===== config.mk =====
export PLATFORM = sky130hd
export DESIGN_NAME = via_lcd_sequencer
export DESIGN_NICKNAME = d
export VERILOG_FILES = /design/src/rtl/via_lcd_sequencer.sv
export SDC_FILE = /design/constraint.sdc
export NUM_CORES = 1
export LEC_CHECK = 0
export ABC_AREA = 0
export BUFFER_PORTS_ARGS = -buffer_cell sky130_fd_sc_hd__buf_2
export CAP_MARGIN = 20
export CORE_MARGIN = 10
export CORE_UTILIZATION = 52
export DETAILED_ROUTE_END_ITERATION = 8
export PLACE_DENSITY = 0.75
export RECOVER_POWER = 100
export SETUP_SLACK_MARGIN = 0.5
export SYNTH_ARGS = -nofsm -noshare
export SYNTH_HDL_FRONTEND = slang
export SYNTH_SLANG_ARGS = --single-unit

===== constraint.sdc =====
create_clock -name clk -period 2 [get_ports clk]
set_input_delay 0.1 -clock clk [delete_from_list [all_inputs] [get_ports clk]]
set_output_delay 0.1 -clock clk [all_outputs]
set_load 0.01 [all_outputs]

===== src/rtl/via_lcd_sequencer.sv =====
// -----------------------------------------------------------------------------
// via_lcd_sequencer
//
// Purpose:
//   Pushes bytes into an HD44780-style character LCD through the VIA
//   interface_adapter register bus. Port B carries the LCD data bus and port A
//   bits 7/6/5 carry E/RW/RS. After reset the sequencer programs both DDRs,
//   parks E/RW/RS low and waits out the LCD power-on time. It then accepts one
//   byte command at a time over a valid/ready handshake. Each command becomes a
//   timed register-write sequence:
//     data byte -> RS setup -> E rise -> E hold -> E fall -> settle wait.
//   The sequencer never reads the LCD busy flag; all timing is count based.
//
// Ports:
//   clk        in   1  system clock
//   reset      in   1  synchronous, active-high reset
//   cmd_valid  in   1  command present
//   cmd_ready  out  1  command can be accepted this cycle
//   cmd_byte   in   8  LCD instruction or character
//   cmd_rs     in   1  0 = instruction, 1 = character data
//   busy       out  1  low only while idle and ready for a command
//   via_cs     out  1  adapter chip_en, one-cycle register write strobe
//   via_rs     out  4  adapter register_select (0=ORB, 1=ORA, 2=DDRB, 3=DDRA)
//   via_data   out  8  adapter data_in
// -----------------------------------------------------------------------------
module via_lcd_sequencer #(
    parameter int E_HOLD_CYCLES     = 4,
    parameter int CMD_WAIT_CYCLES   = 2000,
    parameter int CLEAR_WAIT_CYCLES = 82000,
    parameter int POWERON_CYCLES    = 750000
) (
    input  logic       clk,
    input  logic       reset,
    input  logic       cmd_valid,
    output logic       cmd_ready,
    input  logic [7:0] cmd_byte,
    input  logic       cmd_rs,
    output logic       busy,
    output logic       via_cs,
    output logic [3:0] via_rs,
    output logic [7:0] via_data
);

    // Counter must hold (longest wait - 1); one spare bit keeps the load safe.
    localparam int MAX_AB   = (E_HOLD_CYCLES > CMD_WAIT_CYCLES) ? E_HOLD_CYCLES : CMD_WAIT_CYCLES;
    localparam int MAX_CD   = (CLEAR_WAIT_CYCLES > POWERON_CYCLES) ? CLEAR_WAIT_CYCLES : POWERON_CYCLES;
    localparam int MAX_WAIT = (MAX_AB > MAX_CD) ? MAX_AB : MAX_CD;
    localparam int CNT_W    = $clog2(MAX_WAIT) + 1;

    localparam logic [CNT_W-1:0] HOLD_LOAD  = CNT_W'(E_HOLD_CYCLES - 1);
    localparam logic [CNT_W-1:0] CMD_LOAD   = CNT_W'(CMD_WAIT_CYCLES - 1);
    localparam logic [CNT_W-1:0] CLEAR_LOAD = CNT_W'(CLEAR_WAIT_CYCLES - 1);
    localparam logic [CNT_W-1:0] PON_LOAD   = CNT_W'(POWERON_CYCLES - 1);
    localparam logic [CNT_W-1:0] CNT_ONE    = CNT_W'(1);

    // Adapter register map.
    localparam logic [3:0] REG_ORB  = 4'd0;
    localparam logic [3:0] REG_ORA  = 4'd1;
    localparam logic [3:0] REG_DDRB = 4'd2;
    localparam logic [3:0] REG_DDRA = 4'd3;

    // Port B all outputs; port A only E/RW/RS (bits 7..5) are outputs.
    localparam logic [7:0] DDRB_VALUE = 8'hFF;
    localparam logic [7:0] DDRA_VALUE = 8'hE0;

    // Each state names the register write issued on the clock edge that
    // leaves it, so the write lands on the bus one cycle after the state is
    // entered. The data-byte write of a command is issued directly from IDLE on
    // the accept edge, which puts it on the bus in the cycle after the accept.
    typedef enum logic [3:0] {
        ST_INIT_DDRB,
        ST_INIT_DDRA,
        ST_INIT_CLR,
        ST_POWER_WAIT,
        ST_IDLE,
        ST_SET_CTRL,
        ST_E_HIGH,
        ST_E_HOLD,
        ST_E_LOW,
        ST_WAIT
    } state_t;

    state_t           state_reg,    state_next;
    logic [CNT_W-1:0] count_reg,    count_next;
    logic [CNT_W-1:0] wait_reg,     wait_next;
    logic             lcd_rs_reg,   lcd_rs_next;
    logic             via_cs_reg,   via_cs_next;
    logic [3:0]       via_rs_reg,   via_rs_next;
    logic [7:0]       via_data_reg, via_data_next;
    logic             ready_reg,    ready_next;
    logic             busy_reg,     busy_next;
    logic             accept;
    logic             is_clear_cmd;

    // Port A image: E in bit 7, RW (always 0) in bit 6, RS in bit 5.
    function automatic logic [7:0] port_a_ctrl(input logic e, input logic rs);
        return {e, 1'b0, rs, 5'b00000};
    endfunction

    // Clear display (0x01) and return home (0x02) need the long settle time.
    assign is_clear_cmd = !cmd_rs && (cmd_byte <= 8'h02) && (cmd_byte != 8'h00);

    // ready_reg is only ever set while in IDLE, so it alone gates the accept.
    assign accept = (state_reg == ST_IDLE) && cmd_valid && ready_reg;

    always_comb begin
        state_next    = state_reg;
        count_next    = count_reg;
        wait_next     = wait_reg;
        lcd_rs_next   = lcd_rs_reg;
        via_cs_next   = 1'b0;
        via_rs_next   = via_rs_reg;
        via_data_next = via_data_reg;
        ready_next    = 1'b0;

        case (state_reg)
            ST_INIT_DDRB: begin
                via_cs_next   = 1'b1;
                via_rs_next   = REG_DDRB;
                via_data_next = DDRB_VALUE;
                state_next    = ST_INIT_DDRA;
            end
            ST_INIT_DDRA: begin
                via_cs_next   = 1'b1;
                via_rs_next   = REG_DDRA;
                via_data_next = DDRA_VALUE;
                state_next    = ST_INIT_CLR;
            end
            ST_INIT_CLR: begin
                // E/RW/RS parked low so an interrupted E pulse is always closed.
                via_cs_next   = 1'b1;
                via_rs_next   = REG_ORA;
                via_data_next = 8'h00;
                count_next    = PON_LOAD;
                state_next    = ST_POWER_WAIT;
            end
            ST_POWER_WAIT: begin
                if (count_reg == '0) begin
                    state_next = ST_IDLE;
                end else begin
                    count_next = count_reg - CNT_ONE;
                end
            end
            ST_IDLE: begin
                if (accept) begin
                    lcd_rs_next   = cmd_rs;
                    wait_next     = is_clear_cmd ? CLEAR_LOAD : CMD_LOAD;
                    via_cs_next   = 1'b1;
                    via_rs_next   = REG_ORB;
                    via_data_next = cmd_byte;
                    state_next    = ST_SET_CTRL;
                end else begin
                    ready_next = 1'b1;
                end
            end
            ST_SET_CTRL: begin
                via_cs_next   = 1'b1;
                via_rs_next   = REG_ORA;
                via_data_next = port_a_ctrl(1'b0, lcd_rs_reg);
                state_next    = ST_E_HIGH;
            end
            ST_E_HIGH: begin
                via_cs_next   = 1'b1;
                via_rs_next   = REG_ORA;
                via_data_next = port_a_ctrl(1'b1, lcd_rs_reg);
                count_next    = HOLD_LOAD;
                state_next    = ST_E_HOLD;
            end
            ST_E_HOLD: begin
                if (count_reg == '0) begin
                    state_next = ST_E_LOW;
                end else begin
                    count_next = count_reg - CNT_ONE;
                end
            end
            ST_E_LOW: begin
                via_cs_next   = 1'b1;
                via_rs_next   = REG_ORA;
                via_data_next = port_a_ctrl(1'b0, lcd_rs_reg);
                count_next    = wait_reg;
                state_next    = ST_WAIT;
            end
            ST_WAIT: begin
                if (count_reg == '0) begin
                    state_next = ST_IDLE;
                end else begin
                    count_next = count_reg - CNT_ONE;
                end
            end
            default: begin
                state_next = ST_INIT_DDRB;
            end
        endcase

        busy_next = !ready_next;
    end

    always_ff @(posedge clk) begin
        if (reset) begin
            state_reg    <= ST_INIT_DDRB;
            count_reg    <= '0;
            wait_reg     <= '0;
            lcd_rs_reg   <= 1'b0;
            via_cs_reg   <= 1'b0;
            via_rs_reg   <= 4'd0;
            via_data_reg <= 8'h00;
            ready_reg    <= 1'b0;
            busy_reg     <= 1'b1;
        end else begin
            state_reg    <= state_next;
            count_reg    <= count_next;
            wait_reg     <= wait_next;
            lcd_rs_reg   <= lcd_rs_next;
            via_cs_reg   <= via_cs_next;
            via_rs_reg   <= via_rs_next;
            via_data_reg <= via_data_next;
            ready_reg    <= ready_next;
            busy_reg     <= busy_next;
        end
    end

    assign cmd_ready = ready_reg;
    assign busy      = busy_reg;
    assign via_cs    = via_cs_reg;
    assign via_rs    = via_rs_reg;
    assign via_data  = via_data_reg;

endmodule


# == After elaboration in Yosys (flattened, before gate mapping) ==
# Cells that the tools add are included.
# op_classes
n_reduce_logical,22
eq_ne,13
bitwise,0
shifts,0
n_lt_le_gt_ge,1
n_div,0
n_mux,15
n_mul,0
n_addsub,1
# op_table
cell,n
one-hot mux 21 bit (4 select lines),1
one-hot mux 8 bit (6 select lines),1
one-hot mux 4 bit (9 select lines),1
logical NOT 21 bit,1
two-way mux 21 bit,1
subtractor 21 x 1 -> 21 bit (second input constant),1
two-way mux 17 bit,1
== test 4 x 3 -> 1 bit (second input constant),4
two-way mux 4 bit,4
one-hot mux 4 bit (4 select lines),1
== test 4 x 2 -> 1 bit (second input constant),2
== test 4 bit (second input constant),2
less-or-equal comparator 8 x 2 -> 1 bit (second input constant),1
two-way mux 8 bit,1
AND reduction 2 bit,4
nonzero test 4 bit,2
nonzero test 8 bit,1
inequality test 2 bit (second input constant),3
nonzero test 6 bit,1
OR reduction 6 bit,1
== test 4 x 1 -> 1 bit (second input constant),1
logical AND 1 bit,4
logical NOT 4 bit,1
OR reduction 2 bit,2
other kinds (7),10
# word_totals
mem_count,0
input_bits,12
mem_bits_ro,0
ramBits,0
latchBits,0
elab_cells,61
reg_bits,62
out_inout_bits,15

# == Longest topological paths before layout ==
# Gate-level depths: netlist of run 1.
# depth
word_depth,6
ltp_mapped,9
depth_no_buf,7

# == Worst setup path after synthesis of run 1 ==
# Ideal clock, no wire load.
# synth_path
kind,register to register
start,register count_reg[1]
end,register count_reg[1]
setup_time_ps,79
t_required_ps,1921
arrival_time_ps,2011
synth_period_minus_slack_ps,2090
path_slack_ps,-90
n_path_buf,2
path_stages_with_launch,10
path_cell_list,dfxtp_1 inv_1 ha_1 or3b_1 clkbuf_1 nor4_4 a21o_4 buf_6 nor2_1 a211oi_2
# synth_via
elab_chain_len,3
word_cells_on_any_way,6
classes_between,add/sub (1); eq/ne (1); mux (2); reduce/logical (2)
# synth_rtl
element,line_no,text
from (decl),84,"logic [CNT_W-1:0] count_reg, count_next;"
from (signal assigned),211,count_reg <= count_next;
subtractor 21 x 1 -> 21 bit or logical NOT 21 bit (tied branches),n/a,
two-way mux 21 bit or inequality test 2 bit (tied branches),n/a,
one-hot mux 21 bit (4 select lines) or AND reduction 2 bit (tied branches),n/a,
# Parallel ways exist; a longest one is shown, timed or not. The select of a mux whose other input is x is not followed.
# A chain may end at the register's enable or synchronous reset.

# == Final worst setup path of run 1 ==
# layout_path
start,register count_reg[0]
end,register count_reg[14]
# Same word-level chain as after synthesis.

==> results by group, run 1 <==
Synthesis
  • Register area share after synthesis: 35.2%
  • Yosys reg bits: 42
  • Post-synth EDFFs: 0
  • Yosys warning total: 0
  • FFs w/ async S/R, synth: 0%
  • Syn avg cell area: 7.89 µm²
  • Synth area leader: dfxtp_1
  • Largest cells by area after synthesis: dfxtp_1, a21oi_1, nor2_1
  • Top-area cell type share of the netlist area: 35.2%
  • Cells after Synth: 303
  • Top FF cell, synth: dfxtp_1
  • Synth cell types: 59
  • Synth Cell Area: 2390 µm²

Clock network
  • Depth of the CTS H-tree: 2
  • Cts hold-fix bufs: 0
  • Clk sink count: 42
  • Clock transition at path regs: 100 ps
  • CTS Buffer Depth: 2
  • Clk_lat worst skew: 320 ps
  • Cts bufs inserted: 5
  • CTS root buf: clkbuf_8
  • CTS tree: yes

Floorplan
  • Die Area: 7710 µm²
  • Starting density of the core: 54.1%
  • Die width: 87.8 µm
  • Core ar.: 4410 µm²
  • Die Y: 87.8 µm
  • Ports: 27
  • Num rows: 24

Setup path
  • Required @ worst endpoint: 2220 ps
  • Max FO, Critical Path: 7
  • Setup slack, reg-to-reg: 20 ps
  • Crit end category: flop
  • Worst reg-to-reg path cell count: 8
  • CP startpoint kind: flop
  • CP max stage delay: 410 ps
  • Crit path cell chain: inv_4 > ha_4 > or3b_4 > nor4_4 > buf_4 > a21o_4 > a21oi_1 > o221a_1
  • WP buf/inv: 2
  • FF-to-FF End: count_reg[14]
  • Type of the worst setup path: reg2reg
  • Critical path origin: count_reg[0]
  • Delay-heaviest family, CP: simple AND/OR/NAND/NOR gates
  • CP max stage cell: or3b_4
  • Worst EP arrival: 2200 ps
  • Worst flop-to-flop path startpoint: count_reg[0]

Min path
  • WHS Path Cells: 3
  • Hold path startpoint: cmd_byte[2]
  • Worst Hold Class: in2reg
  • Hold Crit Endpoint: via_data[2]

Placement
  • Placed cells: 387
  • Port Buf Inserts: 24
  • GP Congestion: 0.866
  • DP HPWL: 4450 µm

STA
  • Final worst path period share: 98.9%
  • Hold WS: 49.6 ps
  • Clock Skew: 18.3 ps
  • Worst Tran Pin Value: 688 ps
  • RSZ-0062 raised after global routing: yes
  • Slew headroom: 54.0%
  • Setup violations, final: 0
  • Fmax: 505 MHz
  • Post-layout min period: 1980 ps
  • Final Hold Viols: 0
  • Fin. max-slew vios: 0

Pwr
  • Static leakage: 1.35 nW
  • Power Dens Cells: 767 nW/µm²
  • Worst VDD drop: 0.394 mV

Route
  • Drt first-iter violations: 258
  • # DRC: 0
  • Wirelength per Cell: 20.4 µm
  • TritonRoute pass-1 iters: 5
  • Vias/cell: 6.62
  • Final wirelength: 8590 µm
  • DRT antenna net count: 0
  • Via count: 2,785

Global routing
  • GRT overflow: 0
  • Vias in the first global route: 2,457
  • Antenna violations before repair: 0
  • GRT Total Usage: 17.5%
  • Global-route wire length before repair: 11,200 µm
  • Largest net degree at the start of global routing: 28

Final layout
  • # diodes: 0
  • NumNets Final: 381
  • Area Growth Syn to Fin: 46.5%
  • Largest register FFs: 21
  • Share of cells above drive strength 1: 39.8%
  • # fillers: 252
  • Final cell count without fillers: 421

Run status
  • Status: complete, no violations

Job
  • Max-Cap Viols: 0
worst min-delay path, delay by kind of cell:
kind	cells	cell delay [ps]
AO/OA/AOI/OAI	1	60
buffers and inverters	1	100
AND/OR/NAND/NOR	1	70
layout by cell type, fill, tap and decap left out, types with 7 or more instances in the layout:
cell type and n:
buf_6 7, clkbuf_1 14, buf_2 11, a221oi_2 7
a21oi_1 26, nor2_1 22, buf_4 35, dfxtp_1 34
nand2b_1 10, nand2_1 18, a21oi_2 10, inv_1 12
nor3_1 8, o21ai_0 9, o21ai_1 10
per-layer routing:
metal / share of wire (%) / global-route usage [%] / routed length [µm]
met1: 38 / 20.4 / 3250
met2: 50 / 29.6 / 4330
met3: 7.4 / 4.92 / 635
met4: 4.2 / 6.81 / 362
met5: 0 / 0 / 0
cell type report:
cell class / instances / area (µm²) / area share [%]
tap: 52 / 65.1 / 1.86
clock buffer: 5 / 68.8 / 1.96
timing repair buffer: 76 / 624 / 17.8
sequential: 42 / 863 / 24.7
multi-input combinational: 229 / 1800 / 51.4
clock inverter: 3 / 25.0 / 0.715
inverter: 14 / 55.1 / 1.57
synth_stat cells, types with 4 or more instances:
master and count:
o21ai_1 5, nor2_1 28, or3_1 7, nand2_1 20, nor3_1 10, a221oi_1 8
nand3_1 5, a21oi_1 36, a21o_1 6, o31ai_1 5, inv_1 14, dfxtp_1 42
o21ai_0 19, clkbuf_1 16, or2_2 4, nand2b_1 11
how the worst max path moves through the flow:
stage	endpoint	slack, ps	cells past startpoint
after floorplan	count_reg[6]	110	9
after global placement	count_reg[12]	-0.4	9
after detailed placement	count_reg[12]	-100	9
after CTS	count_reg[0]	50	8
after global routing	count_reg[16]	-50	8
final	count_reg[14]	20	8
per-stage QoR:
| step | setup slack (ps) | setup TNS (ps) | utilization [%] | total power, mW | area (µm²) |
|---|---|---|---|---|---|
| after floorplan | 106 | 0 | - | 1.46 | 2450 |
| after detailed placement | -96.2 | -268 | 61.9 | 1.67 | 2730 |
| final | 21.7 | 0 | 79.3 | 2.69 | 3500 |
| after global placement | -0.409 | -0.409 | 61.9 | 1.65 | 2730 |
| after global routing | -45.2 | -256 | 79.3 | 2.78 | 3500 |
| after CTS | 54.8 | 0 | 69.4 | 2.33 | 3060 |
repair_timing:
item	4_1_cts	5_1_grt
pin swaps	11	36
buffers inserted	12	11
gates resized for setup	39	63
cloned	0	3
setup endpoints to repair	38	36
where the power goes:
part	internal (mW)	total, mW	switching, mW
logic	0.512	1.10	0.592
registers	0.909	0.975	0.0665
clock network	0.253	0.606	0.354
cell families after synthesis:
kind of cell | count (synthesis) | share of synthesized area, %
muxes | 3 | 1.26
and+or+nand+nor | 118 | 29.0
DFF | 42 | 35.2
adders and majority gates | 1 | 0.523
xor gates and xnor gates | 1 | 0.367
other | 1 | 0.157
buffers and inverters | 35 | 6.18
AOI/OAI and AO/OA | 102 | 27.3
Note: power is estimated with default switching activity, not from simulation.
==> run 2, diff against run 1 <==
Settings changed: PLACE_DENSITY 0.75 to 0.79.
==> results by group, run 2 (synthesis gave the netlist of run 1 again) <==
Run status
  • Status: finished with violations
  • Failing checks: negative setup slack

Floorplan
  • Starting density of the core: 54.1%
  • Core ar.: 4410 µm²
  • Die Y: 87.8 µm
  • Die Area: 7710 µm²
  • Ports: 27
  • Die width: 87.8 µm
  • Num rows: 24

Setup path
  • Type of the worst setup path: reg2reg
  • Crit end category: flop
  • Required @ worst endpoint: 2170 ps
  • Worst EP arrival: 2190 ps
  • Max FO, Critical Path: 6
  • CP startpoint kind: flop

Final layout
  • NumNets Final: 384
  • Util after Layout: 77.3%
  • Largest register FFs: 21
  • Share of cells above drive strength 1: 39.1%
  • # diodes: 0
  • Area Growth Syn to Fin: 42.8%
  • Most common cell after layout, fill and taps aside: buf_4
  • Most frequent cells in the layout: buf_4, dfxtp_1, a21oi_1

Global routing
  • GRT overflow: 0
  • Antenna violations before repair: 0
  • Largest net degree at the start of global routing: 24
  • GRT Total Usage: 17.1%
  • Global-route wire length before repair: 10,800 µm
  • Vias in the first global route: 2,326

Route
  • # DRC: 0
  • DRT antenna net count: 0
  • Wirelength per Cell: 20.2 µm
  • Drt first-iter violations: 259
  • Via count: 2,696
  • TritonRoute pass-1 iters: 6
  • Final wirelength: 8560 µm
  • Vias/cell: 6.37

STA
  • RSZ-0062 raised after global routing: yes
  • Hold WS: 52.0 ps
  • Slew headroom: 58.9%
  • Post-layout min period: 2020 ps
  • Final worst path period share: 101%
  • Setup_tns: -28.1 ps
  • Fmax: 495 MHz
  • Setup violations, final: 2
  • Clock Skew: 10.8 ps
  • Fin. max-slew vios: 0
  • Worst Tran Pin Value: 614 ps
  • Worst Setup Slack, final: -19.4 ps
  • Final Hold Viols: 0

Placement
  • GP Congestion: 0.856
  • DP HPWL: 4390 µm
  • Port Buf Inserts: 24

Clock network
  • Clock transition at path regs: 90 ps
  • CTS tree: yes
  • CTS root buf: clkbuf_8
  • CTS Buffer Depth: 2
  • Clk_lat worst skew: 300 ps
  • Depth of the CTS H-tree: 2
  • Cts hold-fix bufs: 0
  • Cts bufs inserted: 5
  • Clk sink count: 42

Pwr
  • Worst VDD drop: 0.405 mV
  • Total power draw: 2.51 mW
  • Static leakage: 1.35 nW
  • Power Dens Cells: 735 nW/µm²

Min path
  • Worst Hold Class: in2reg

Job
  • Max-Cap Viols: 0
run 2: power by group:
group	internal, mW	switching, mW
sequential	0.909	0.0681
combinational	0.466	0.536
clock	0.235	0.296
total	1.61	0.900
run 2: what timing repair did:
| action | CTS | global route |
|---|---|---|
| resized for setup | 31 | 65 |
| gates cloned | 1 | 1 |
| pin swaps | 14 | 28 |
| setup buffers | 10 | 20 |
| setup endpoints to repair | 37 | 38 |
run 2: cell type report:
class / instances / area, µm²
Timing Repair Buffer: 80 / 632
Clock buffer: 5 / 68.8
Inverter: 14 / 52.6
Clock inverter: 2 / 10.0
Multi-Input combinational cell: 228 / 1720
Fill cell: 276 / 1000
Sequential cell: 42 / 861
Tap cell: 52 / 65.1
run 2: critical path: stages, from the launching register on:
cell     delay [ps]
dfxtp_4         370
inv_2            70
ha_4            120
or3b_4          420
buf_4           180
nor2_1          200
nand3_1         210
a21oi_1         240
nor3b_1          90
run 2: per-stage QoR:
stage                     instances  area, µm²  setup slack, ps
final                           423       3410            -19.4
after global routing            423       3410             -110
after CTS                       402       2980             58.6
after detailed placement        384       2710            -35.4
after global placement          384       2710             11.5
after floorplan                 304       2450              106
run 2: worst paths after layout:
path,start,end,slack [ps],cells past startpoint
setup reg to reg,count_reg[0],count_reg[20],-20,8
setup / recovery,count_reg[0],count_reg[20],-20,8
hold / removal,cmd_byte[6],via_data[6],50,3
hold reg to reg,count_reg[19],count_reg[19],470,2
run 2: metal layers:
metal / vias up / part of all wire, % / GRT usage [%]
li1: 1252 / - / -
met1: 1292 / 39 / 20.9
met4: 0 / 4.1 / 5.65
met2: 118 / 51 / 29.4
met3: 34 / 5.8 / 3.06
met5: - / 0 / 0
